`config.mk`:
```
export PLATFORM = sky130hd
export DESIGN_NAME = frame_slot_arbiter
export DESIGN_NICKNAME = d
export VERILOG_FILES = /design/src/rtl/frame_slot_arbiter.sv
export SDC_FILE = /design/constraint.sdc
export NUM_CORES = 1
export LEC_CHECK = 0
export ABC_AREA = 1
export CORE_AREA = 2 2 50 52
export DETAILED_ROUTE_END_ITERATION = 7
export DIE_AREA = 0 0 52 54
export PLACE_DENSITY = 0.73
export SLEW_MARGIN = 20
export SYNTH_ARGS = -nofsm -noshare
export SYNTH_HDL_FRONTEND = slang
export SYNTH_SLANG_ARGS = --single-unit
export TNS_END_PERCENT = 100
```
`constraint.sdc`:
```
create_clock -name clk -period 1.3 [get_ports clk]
set_input_delay 0.26 -clock clk [delete_from_list [all_inputs] [get_ports clk]]
set_output_delay 0.26 -clock clk [all_outputs]
set_load 0.1 [all_outputs]
```
`src/rtl/frame_slot_arbiter.sv`:
```
// frame_slot_arbiter: frame-granular round-robin sharing of one FIFO write port between two sources
module frame_slot_arbiter #(
  parameter int PREAMBLE_LEN = 8,
  parameter int PAYLOAD_LEN = 32,
  parameter int TIMEOUT = 64
) (
  input  logic clk,
  input  logic rst_n,
  input  logic req_0,
  input  logic req_1,
  input  logic data_0,
  input  logic data_1,
  input  logic we_0,
  input  logic we_1,
  output logic gnt_0,
  output logic gnt_1,
  output logic full_0,
  output logic full_1,
  output logic fifo_out_data,
  output logic fifo_out_we,
  input  logic fifo_out_full,
  output logic frame_done,
  output logic abort,
  output logic protocol_err
);
  localparam int FRAME_LEN = PREAMBLE_LEN + PAYLOAD_LEN;
  localparam int BW = $clog2(FRAME_LEN + 1);
  localparam int IW = TIMEOUT > 0 ? $clog2(TIMEOUT + 1) : 1;
  typedef enum logic [1:0] {IDLE, XFER, GAP} state_t;
  state_t state, state_nx;
  logic src, src_nx, last_src, last_src_nx;
  logic [BW-1:0] bit_cnt, bit_cnt_nx;
  logic [IW-1:0] idle_cnt, idle_cnt_nx;
  logic done_nx, abort_nx, perr_nx, we_g, last_bit, timed_out;
  assign gnt_0 = state == XFER && !src;
  assign gnt_1 = state == XFER && src;
  assign full_0 = gnt_0 ? fifo_out_full : 1'b1;
  assign full_1 = gnt_1 ? fifo_out_full : 1'b1;
  assign we_g = src ? we_1 : we_0;
  assign fifo_out_we = state == XFER && we_g;
  assign fifo_out_data = state == XFER && (src ? data_1 : data_0);
  assign last_bit = we_g && bit_cnt == BW'(FRAME_LEN - 1);
  assign timed_out = TIMEOUT != 0 && !we_g && idle_cnt == IW'(TIMEOUT - 1);
  always_comb begin
    state_nx = state;
    src_nx = src;
    last_src_nx = last_src;
    bit_cnt_nx = bit_cnt;
    idle_cnt_nx = idle_cnt;
    done_nx = 1'b0;
    abort_nx = 1'b0;
    perr_nx = (we_0 && !gnt_0) || (we_1 && !gnt_1);
    case (state)
      IDLE: if (req_0 || req_1) begin
        state_nx = XFER;
        src_nx = req_0 && req_1 ? !last_src : req_1;
        bit_cnt_nx = '0;
        idle_cnt_nx = '0;
      end
      XFER: begin
        bit_cnt_nx = we_g ? bit_cnt + 1'b1 : bit_cnt;
        idle_cnt_nx = we_g ? '0 : idle_cnt + 1'b1;
        if (last_bit || timed_out) begin
          state_nx = GAP;
          last_src_nx = src;
          done_nx = last_bit;
          abort_nx = timed_out;
        end
      end
      default: state_nx = IDLE;
    endcase
  end
  always_ff @(posedge clk or negedge rst_n) begin
    if (!rst_n) begin
      state <= IDLE;
      src <= 1'b0;
      last_src <= 1'b1;
      bit_cnt <= '0;
      idle_cnt <= '0;
      frame_done <= 1'b0;
      abort <= 1'b0;
      protocol_err <= 1'b0;
    end else begin
      state <= state_nx;
      src <= src_nx;
      last_src <= last_src_nx;
      bit_cnt <= bit_cnt_nx;
      idle_cnt <= idle_cnt_nx;
      frame_done <= done_nx;
      abort <= abort_nx;
      protocol_err <= perr_nx;
    end
  end
endmodule

```
==> metrics.txt <==
status finished with violations; failing checks setup timing; DR iter-0 viols 13; switching power total 1.17 mW; crit path cell chain nor2_8 -> inv_6 -> nor2_4 -> a22o_4 -> buf_12; DRC viols 0; Worst-path clk slew 0.11 ns; synth unique cells 26; final net count 185; DRT Wirelength 2.47 mm; reg2reg path depth 8; unrepaired setup endpoints after global routing true; synthesized cell area 1090 sq um; first-pass GRT wire length 4.06 mm; Util after Layout 0.716; clock share of power 0.131; io pins 18; Die Width 52 um; RD Place Congestion 0.842; Setup WS pre-CTS -0.249 ns; DR vias 996; GRT Max-Usage Layer met2; PortBufs 17; commonest non-fill, non-tap cell in the layout nand2_1; syn avg cell area 8.12 sq um; period utilization 1.29; end of the worst register-to-register path bit_cnt[1]$_DFFE_PN0P_; worst reg2reg setup slack -0.05 ns; Gate Count Post-Synth 134; TritonRoute pass-1 iters 4; Sink Count 20; Remaining Overflow, GRT 0; Root Driver clkbuf_4; CTS buffer count 3; Ant. Diodes 0; P_leak 0.794 nW; Worst-Skew Late Latency 0.29 ns; share of post-route cells with drive strength above 1 0.364; Flop pwr share 0.324; Crit Path Max Fanout 4; CP Data Required Time 1.04 ns; met1 Use GR 0.236; Comb power frac 0.545; Max-Cap Viols 0; Initial Util 0.469; largest net degree at the start of global routing 21; post-DP HPWL 1.85 mm; Internal Power 1.53 mW; GRT Overall Usage 0.197; Setup crit end kind output port; Post-Syn Nets 145; met2 global-route usage 0.361; Max-slew headroom 0.846; synthesis-to-layout area growth 52.6%; met3 Use GR 0.0361; Chip Height 54 um; worst setup path class reg2out; vias per cell 4.91; CP max stage delay 0.46 ns; CP arrival 1.42 ns; Setup WS post-layout -0.380 ns; VDD IR max 1.22 mV; Crit-path slowest cell dfrtp_2; Hold WC Path Type in2async; Sw Share 0.433; final worst path period need 1.68 ns; slew of the pin with the lowest slew margin 0.230 ns; Crit Reg-Reg Startpoint state[1]$_DFFE_PN0P_; Yosys reg bits 20; die area 2810 sq um; post-route ant nets 0; routed wire length per instance 12.2 um; setup violators final 14; Max Slew Vio Count 0; Yosys warnings 0; vias in the first global route 928; pwr/cell area 1620 nW/um^2; delay-heaviest family, CP flip-flops; Max Buffers Root-to-Sink 2; antenna violations before repair 0; FMAX 595 MHz; H-tree levels 1; clock skew 0.00707 ns; crit path launch type flip-flop; CP bufs+invs 2; Core ar. 2320 sq um; most frequent cells in the layout 34 x nand2_1, 17 x dfrtp_1, 15 x buf_4; num rows 18; CTS tree built; final hold vios 0; sequential share of the synthesized area 0.461
==> synth_stat cells (all sizes together) <==
cell type	count	share of area
nand2	44	0.17
dfrtp	19	0.44
inv	18	0.069
nor2	15	0.076
nand3	13	0.060
o21ai	8	0.054
a21oi	6	0.028
ha	2	0.023
nand4	2	0.011
xor2	2	0.016
a22o	1	0.0080
a32o	1	0.0092
dfstp	1	0.024
nor3	1	0.0046
or2	1	0.0058
==> stage by stage <==
step                instance area (sq um)  power (mW)  setup TNS (ns)  std cells  hold slack (ns)
floorplan                            1140        1.74           -2.53        134          -0.0356
global placement                     1530        2.23           -2.87        192            0.480
detailed placement                   1530        2.28           -3.38        192            0.485
global route                         1660        2.84           -3.59        203            0.288
CTS                                  1580        2.67           -2.43        197            0.283
finish                               1660        2.69           -2.29        203            0.285
==> power groups by stage <==
stage | Combinational, mW | Sequential, mW | Clock [mW]
3_3_place_gp | 1.36 | 0.875 | 0
5_1_grt | 1.57 | 0.892 | 0.386
2_1_floorplan | 0.807 | 0.932 | 0
3_5_place_dp | 1.39 | 0.886 | 0
4_1_cts | 1.42 | 0.871 | 0.375
6_report | 1.47 | 0.872 | 0.353
==> how the worst max path moves through the flow <==
stage | start | to | slack (ns) | cells after the start
floorplan | state[1]$_DFFE_PN0P_ | fifo_out_data | -0.59 | 4
global placement | we_0 | fifo_out_we | -0.22 | 6
detailed placement | we_0 | fifo_out_we | -0.25 | 6
CTS | state[1]$_DFFE_PN0P_ | fifo_out_data | -0.40 | 5
global route | state[1]$_DFFE_PN0P_ | fifo_out_data | -0.43 | 5
finish | state[1]$_DFFE_PN0P_ | fifo_out_data | -0.38 | 5
==> cell families (layout without fill, tap and decap cells) <==
group | after synthesis | in the layout | synth area share
adders and majority gates | 2 | 2 | 0.0230
xor gates and xnor gates | 2 | 2 | 0.0161
AOI/OAI and AO/OA | 16 | 16 | 0.0989
DFF | 20 | 20 | 0.461
buffers and inverters | 18 | 57 | 0.0690
and+or+nand+nor | 76 | 76 | 0.332
==> per-layer routing <==
metal | up-vias | part of all wire
li1 | 506 | -
met1 | 478 | 0.43
met4 | 0 | 0.0040
met3 | 2 | 0.019
met2 | 10 | 0.54
met5 | - | 0
==> state kept, by name, indices dropped and copies added (netlist names) <==
name and flops:
state 2, last_src 1, idle_cnt 7, src 1, bit_cnt 6, abort 1, protocol_err 1, frame_done 1
==> area by class of cell <==
cell class / instances / area (sq um)
Tap cell: 30 / 37.5
Clock buffer: 4 / 36.3
Timing Repair Buffer: 35 / 415
Fill cell: 167 / 658
Inverter: 18 / 81.3
Multi-Input combinational cell: 96 / 587
Sequential cell: 20 / 504
==> what timing repair did <==
item | in CTS | in global routing
endpoints found under the setup margin | 14 | 23
buffers inserted | 1 | 7
resized for setup | 3 | 11
hold endpoints to repair | 0 | 0
pin swaps | 3 | 3
hold buffers | 0 | 0
No activity file was read; power rests on OpenSTA's default activity.
